`src/rtl/pipe_skid_stage_pkg.sv`:
```
// Shared defines for the pipeline stage: stage state encodings, stall codes, helpers.
package pipe_skid_stage_pkg;

  // Stage occupancy states; the encoding doubles as the entry count.
  typedef enum logic [1:0] {
    EMPTY = 2'd0,
    ONE   = 2'd1,
    FULL  = 2'd2
  } skid_state_e;

  // Stall reason codes used by the pipeline control.
  localparam logic [1:0] STALL_NONE  = 2'd0;
  localparam logic [1:0] STALL_DOWN  = 2'd1;
  localparam logic [1:0] STALL_FLUSH = 2'd2;

  // Number of valid entries held in a given state.
  function automatic logic [1:0] occ_of(input skid_state_e s);
    case (s)
      ONE:     return 2'd1;
      FULL:    return 2'd2;
      default: return 2'd0;
    endcase
  endfunction

endpackage

```
`src/rtl/pipe_skid_stage_sat_counter.sv`:
```
// Saturating up-counter with synchronous clear; clear wins over increment.
module sat_counter #(
  parameter int CNT_W = 32
) (
  input  logic             clk,
  input  logic             rst,
  input  logic             inc,
  input  logic             clr,
  output logic [CNT_W-1:0] cnt
);

  // Count up on inc, stick at all-ones, clear on clr.
  always_ff @(posedge clk or negedge rst) begin
    if (!rst)                   cnt <= '0;
    else if (clr)               cnt <= '0;
    else if (inc && cnt != '1)  cnt <= cnt + CNT_W'(1);
  end

endmodule

```
`src/rtl/pipe_skid_stage.sv`:
```
// Valid/ready pipeline register stage. SKID=1: two-entry skid buffer with a
// registered in_ready; SKID=0: single entry with combinational in_ready.
module pipe_skid_stage
  import pipe_skid_stage_pkg::*;
#(
  parameter int                DATA_W    = 64,
  parameter int                SKID      = 1,
  parameter logic [DATA_W-1:0] RESET_VAL = '0,
  parameter int                CNT_W     = 32
) (
  input  logic              clk,
  input  logic              rst,
  input  logic              flush,
  input  logic              cnt_clr,
  input  logic              in_valid,
  output logic              in_ready,
  input  logic [DATA_W-1:0] in_data,
  output logic              out_valid,
  input  logic              out_ready,
  output logic [DATA_W-1:0] out_data,
  output logic [1:0]        occupancy,
  output logic [CNT_W-1:0]  stall_cnt
);

  skid_state_e       state, state_nxt;
  logic [DATA_W-1:0] main_q, main_nxt, skid_q;
  logic              in_fire, out_fire;

  assign out_valid = (state != EMPTY);
  assign out_data  = main_q;
  assign occupancy = occ_of(state);
  assign in_fire   = in_valid & in_ready;
  assign out_fire  = out_valid & out_ready;

  // State register.
  always_ff @(posedge clk or negedge rst) begin
    if (!rst) state <= EMPTY;
    else      state <= state_nxt;
  end

  // Next state and head-of-stage payload; flush overrides any transfer.
  always_comb begin
    state_nxt = state;
    main_nxt  = main_q;
    case (state)
      EMPTY: begin
        if (in_fire) begin
          state_nxt = ONE;
          main_nxt  = in_data;
        end
      end
      ONE: begin
        if (in_fire && out_fire) begin
          main_nxt = in_data;
        end else if (in_fire && SKID != 0) begin
          state_nxt = FULL;          // new entry parks in the skid slot
        end else if (out_fire) begin
          state_nxt = EMPTY;
        end
      end
      FULL: begin
        if (out_fire) begin
          state_nxt = ONE;
          main_nxt  = skid_q;
        end
      end
      default: state_nxt = EMPTY;
    endcase
    if (flush) begin
      state_nxt = EMPTY;
      main_nxt  = RESET_VAL;
    end
  end

  // Head payload register.
  always_ff @(posedge clk or negedge rst) begin
    if (!rst) main_q <= RESET_VAL;
    else      main_q <= main_nxt;
  end

  generate
    if (SKID != 0) begin : g_skid
      logic skid_ld;
      logic rdy_q;

      assign skid_ld  = (state == ONE) & in_fire & ~out_fire & ~flush;
      assign in_ready = rdy_q;

      // Skid slot: captures the entry that arrives while the head is stalled.
      always_ff @(posedge clk or negedge rst) begin
        if (!rst)         skid_q <= RESET_VAL;
        else if (flush)   skid_q <= RESET_VAL;
        else if (skid_ld) skid_q <= in_data;
      end

      // Registered ready: low only while both slots are occupied, so no
      // combinational path from out_ready back to in_ready.
      always_ff @(posedge clk or negedge rst) begin
        if (!rst) rdy_q <= 1'b0;
        else      rdy_q <= (state_nxt != FULL);
      end
    end else begin : g_noskid
      assign skid_q   = RESET_VAL;
      assign in_ready = rst & (~out_valid | out_ready);
    end
  endgenerate

  sat_counter #(.CNT_W(CNT_W)) u_stall (
    .clk (clk),
    .rst (rst),
    .inc (out_valid & ~out_ready),
    .clr (cnt_clr),
    .cnt (stall_cnt)
  );

endmodule
```
`config.mk`:
```
export PLATFORM = sky130hd
export DESIGN_NAME = pipe_skid_stage
export DESIGN_NICKNAME = d
export VERILOG_FILES = /design/src/rtl/pipe_skid_stage_pkg.sv /design/src/rtl/pipe_skid_stage_sat_counter.sv /design/src/rtl/pipe_skid_stage.sv
export SDC_FILE = /design/constraint.sdc
export NUM_CORES = 1
export LEC_CHECK = 0
export CORE_ASPECT_RATIO = 0.8
export CORE_UTILIZATION = 54
export CTS_CLUSTER_DIAMETER = 200
export DETAILED_ROUTE_END_ITERATION = 16
export PLACE_DENSITY_LB_ADDON = 0.25
export SKIP_CTS_REPAIR_TIMING = 1
export SLEW_MARGIN = 15
export SYNTH_ARGS = -nofsm -noshare
export SYNTH_HDL_FRONTEND = slang
export SYNTH_SLANG_ARGS = --single-unit
```
`constraint.sdc`:
```
create_clock -name clk -period 3.79 [get_ports clk]
set_input_delay 0.758 -clock clk [delete_from_list [all_inputs] [get_ports clk]]
set_output_delay 0.758 -clock clk [all_outputs]
set_load 0.05 [all_outputs]
```
**Word-level counts from Yosys, hierarchy flattened**

Index checks and enable logic that the tools add are counted.

- Input port bits: 70
- Output and inout port bits: 100
- Word-level logic and storage cells: 47
- Bits in registers: 163

- Equal/unequal tests: 7
- Bitwise logic cells: 9
- Reductions and logical operators: 8
- Muxes and demuxes: 17
- Add/subtract/negate cells: 1

Operators with widths:

| cell | count |
|---|---|
| $mux 64 | 6 |
| $pmux 64 s3 | 1 |
| $mux 32 | 2 |
| $add 32x1->32 const B | 1 |
| $ne 32x32->1 const B | 1 |
| $mux 2 | 6 |
| $ne 3x3->1 const B | 3 |
| $and 1x1->1 | 6 |
| $pmux 2 s3 | 1 |
| $reduce_bool 2->1 | 3 |
| $pmux 2 s2 | 1 |
| $reduce_and 4->1 | 1 |
| $reduce_bool 4->1 | 1 |
| $not 1->1 | 3 |
| $eq 2x1->1 const B | 1 |
| $eq 2x2->1 const B | 1 |
| $logic_and 1x1->1 | 2 |
| $logic_not 2->1 | 1 |
| $ne 2x2->1 const B | 1 |

**Depth between registers and ports, before layout**

- Depth in word-level cells: 8
- Gate-level depth with buffers: 8
- Gate-level depth less buffers: 6

**Hierarchy**

From an unflattened synthesis, not the netlist that was laid out.

- Cell total of the unflattened synthesis: 648
- Area total of the unflattened synthesis: 7743.7 sq um

Modules (own cells, without submodules):

| module | cells each | area each (sq um) | seq. area each (sq um) | times used |
|---|---|---|---|---|
| pipe_skid_stage | 450 | 5889.4 | 3278.1 | 1 |
| sat_counter | 198 | 1854.3 | 800.8 | 1 |

**Least setup slack after synthesis**

OpenSTA, ideal clock, no wires.

- Path kind: register -> register
- From: register u_stall.cnt[0]
- To: register u_stall.cnt[1]
- Cell stages (with the launch flop): 9
- Library setup time: 0.132 ns
- Buffers on the path: 2
- Clock period less this slack: 2.635 ns
- Required time: 3.658 ns
- Arrival: 2.503 ns
- Path slack: 1.155 ns
- Cells stage by stage: dfrtp_1 > ha_1 > and3_1 > nand3_1 > o41ai_2 > buf_4 > buf_4 > mux2i_1 > nor2_1

- Word-level cells in the longest chain between the ends: 3
- Elaborated cells between the ends (all ways): 6
- Those cells by class: add/sub (1); eq/ne (1); mux (2); reduce/logical (2)

RTL lines:

| what | RTL line | text |
|---|---|---|
| from (decl) | pipe_skid_stage_sat_counter.sv:9 | `output logic [CNT_W-1:0] cnt` |
| from (signal assigned) | pipe_skid_stage_sat_counter.sv:16 | `else if (inc && cnt != '1) cnt <= cnt + CNT_W'(1);` |
| $add 32x1->32 or $ne 32x32->1 (tied branches) | pipe_skid_stage_sat_counter.sv:16 |  |
| $mux 32 or $logic_and 1x1->1 (tied branches) | pipe_skid_stage_sat_counter.sv:16 |  |
| $mux 32 or $reduce_bool 2->1 (tied branches) | -- |  |

Parallel ways exist; a longest one is shown, timed or not. The select of a mux whose other input is x is not followed.
A chain may end at the register's enable or synchronous reset.

**Worst setup path after layout**

- From: register state[1]
- To: output occupancy[0]

- Word-level cells in the longest chain between the ends: 2
- Elaborated cells between the ends (all ways): 3
- Those cells by class: eq/ne (2); mux (1)

RTL lines:

| what | RTL line | text |
|---|---|---|
| from (decl) | pipe_skid_stage.sv:25 | `skid_state_e state, state_nxt;` |
| from (signal assigned) | pipe_skid_stage.sv:38 | `else state <= state_nxt;` |
| $eq 2x2->1 or $eq 2x1->1 (tied branches) | pipe_skid_stage_pkg.sv:18 | `case (s)` |
| $pmux 2 s2 * | pipe_skid_stage_pkg.sv:18 |  |
| to (decl) | pipe_skid_stage.sv:21 | `output logic [1:0] occupancy,` |

Mark *: on every way between the ends. The rest lies on a longest branch, timed or not.

==> metrics.cfg <==
[run_status]
status = complete, no violations

[yosys]
ys.flop_type = dfrtp_1
synth_mux_area_share_pct = 0.295
synth_area_leader_cell = dfrtp_1
synth_compound_area_share_pct = 21.0
synthesis.nets = 787
synth_area_leaders = dfrtp_1, a22o_1, a311oi_1, nand2_1, nor2_1
netlist_instances = 716
synth_top_area_share_pct = 56.6
synth-simple-area-share_pct = 18.2
synth_seq_cells = 163
synth_top_family_by_area = compound AO/OA/AOI/OAI gates
synth_edf_count = 0
synthXorXnorAreaFrac_pct = 0.122
ys_types = 38
async_flop_share_pct = 100
synth_fa_ha_area_share_pct = 0.174
synth_area_um2 = 7200
synth_area_per_cell_um2 = 10.1
yosysSeqAreaShare_pct = 56.6
ys_warn_count = 0

[routing]
drtPass1Iterations = 5
drc = 0
viasPerCell = 6.22
first_iter_violations = 664
finalWirelength_mm = 19.7
wire_per_inst_um = 18.9
drtAntennaViolNets = 0
vias = 6494

[timing]
rsz0062_at_grt = false
setup_viol = 0
tns_ps = 0
fin_crit_ps = 2750
max_slew_margin_pct = 49.9
fmax_ghz = 0.363
worst_pin_slew_ps = 752
fin_skew_ps = 9.10
hold_violations = 0
slew_viol_final = 0
fin_crit_sh_pct = 72.7

[finish]
drive_gt1_share_pct = 6.21
layout_common_cells = clkdlybuf4s50_1, dfrtp_1, nand2_1
final_common_cell = clkdlybuf4s50_1
nNetsFinal = 927
antenna-diode-count = 0
syn2layout_area_growth_pct = 35.1
fin_area_um2 = 9730

[clock_tree]
numCtsBuffers = 17
insertion_delay_ps = 420
cts_root_buf = clkbuf_16
clkTransAtPathRegs_ps = 60
cts_num_sinks = 163
tritoncts = yes
ctsLongestPathBuffers = 2
htreeDepth = 4

[floorplanning]
die_area_um2 = 13800
start_util_pct = 55.7
die_y_um = 105
core-area_um2 = 12900
row_count = 37
ios = 170
dieWidth_um = 131

[setup_path]
required_ps = 3030
cpPeakStageDelay_ps = 860
crit_fanout = 7
path_cells = nor2b_1 -> clkdlybuf4s50_1
path_class = register to output port
reg2reg_depth = 8
end_kind = output port
cp.arrival_ps = 2000
start_kind = register
slowest_stage = clkdlybuf4s50_1

[grt]
antenna_found_initial = 0
grt_usage_pct = 29.5
grt-busiest-layer = met2
grt_pass1_wl_mm = 32.3
grt_max_degree = 67
use_met3_pct = 7.36
grt.met2_usage_pct = 45.4
grt_pass1_vias = 6402
grt_overflow_total = 0
grtUsageMet1_pct = 40.4

[worst_hold_path]
holdCritPathClass = input pin to async pin

[power]
power.leakage_nw = 4.14
p_per_area_nw_per_um2 = 483
ir_drop_mv = 0.360

[placement]
globalplace.congestion = 0.853
place_area_um2 = 9040
port-buffer-count = 169
dp_hpwl_mm = 12.3

[job]
cap_violations = 0

path summary, 6_finish.rpt:
path	start	to	slack, ps
min in group clk	skid_q[24]	skid_q[24]	510
hold / removal	rst	u_stall.cnt[15]	270
setup / recovery	state[1]	occupancy[0]	1040
setup reg to reg	u_stall.cnt[0]	u_stall.cnt[15]	1110
max in group asynchronous	rst	skid_q[52]	2550
hold reg to reg	skid_q[24]	skid_q[24]	510
cells in the mapped netlist, drive strengths merged, types with 2 or more instances:
master / instances
nor4: 3
nand3b: 2
a22o: 64
a311oi: 64
nor2b: 2
or4: 21
o21ai: 10
nand2: 142
and4: 3
and3: 4
or3: 12
o31ai: 18
a21oi: 31
nor2: 75
nand3: 15
dfrtp: 163
nand4: 8
o41ai: 2
buf: 5
clkbuf: 56
inv: 4
or2: 2
per-layer routing:
layer	share of wire, %	up-vias
met5	0	-
met4	2.3	0
met3	8.0	38
met2	47	299
met1	43	3238
li1	-	2919
layout make-up:
| class | instances | area (um^2) |
|---|---|---|
| flip-flops and latches | 163 | 4080 |
| fillers | 857 | 3190 |
| multi-input cells | 488 | 2900 |
| repair buffers | 182 | 1840 |
| clock buffers | 21 | 450 |
| clock inverters | 11 | 225 |
| well taps | 175 | 219 |
| inverters | 4 | 15.0 |
per-stage QoR:
stage / std cells / util (%) / power, mW / hold WS (ps) / worst slack, ps
2_1_floorplan: 716 / - / 2.39 / 462 / 1160
3_3_place_gp: 1011 / 70.0 / 2.72 / 487 / 849
3_5_place_dp: 1011 / 70.0 / 2.75 / 491 / 662
4_1_cts: 1043 / 75.2 / 4.70 / 300 / 781
5_1_grt: 1044 / 75.3 / 4.84 / 312 / 943
6_report: 1044 / 75.3 / 4.70 / 268 / 1040
sequential cells by signal (all words and copies together), names as in the netlist:
name         flops
out_data        64
skid_q          64
state            2
in_ready         1
u_stall.cnt     32
worst max-delay path: cells and delay by family (launching register included):
kind                   cells  cell delay, ps
buffers and inverters      1             860
DFF                        1             450
and+or+nand+nor            1             270
cell families after synthesis:
group / after synthesis
buffers and inverters: 65
adders and majority gates: 1
xor gates and xnor gates: 1
muxes: 2
DFF: 163
and+or+nand+nor: 292
AOI/OAI and AO/OA: 192
power breakdown:
part	total [mW]	switching (mW)	leakage [nW]	internal (mW)
clock	1.98	0.715	0.324	1.26
combinational	0.826	0.539	1.61	0.287
sequential	1.89	0.0623	2.20	1.83
total	4.70	1.32	4.14	3.38
Note: power is estimated with default switching activity, not from simulation.
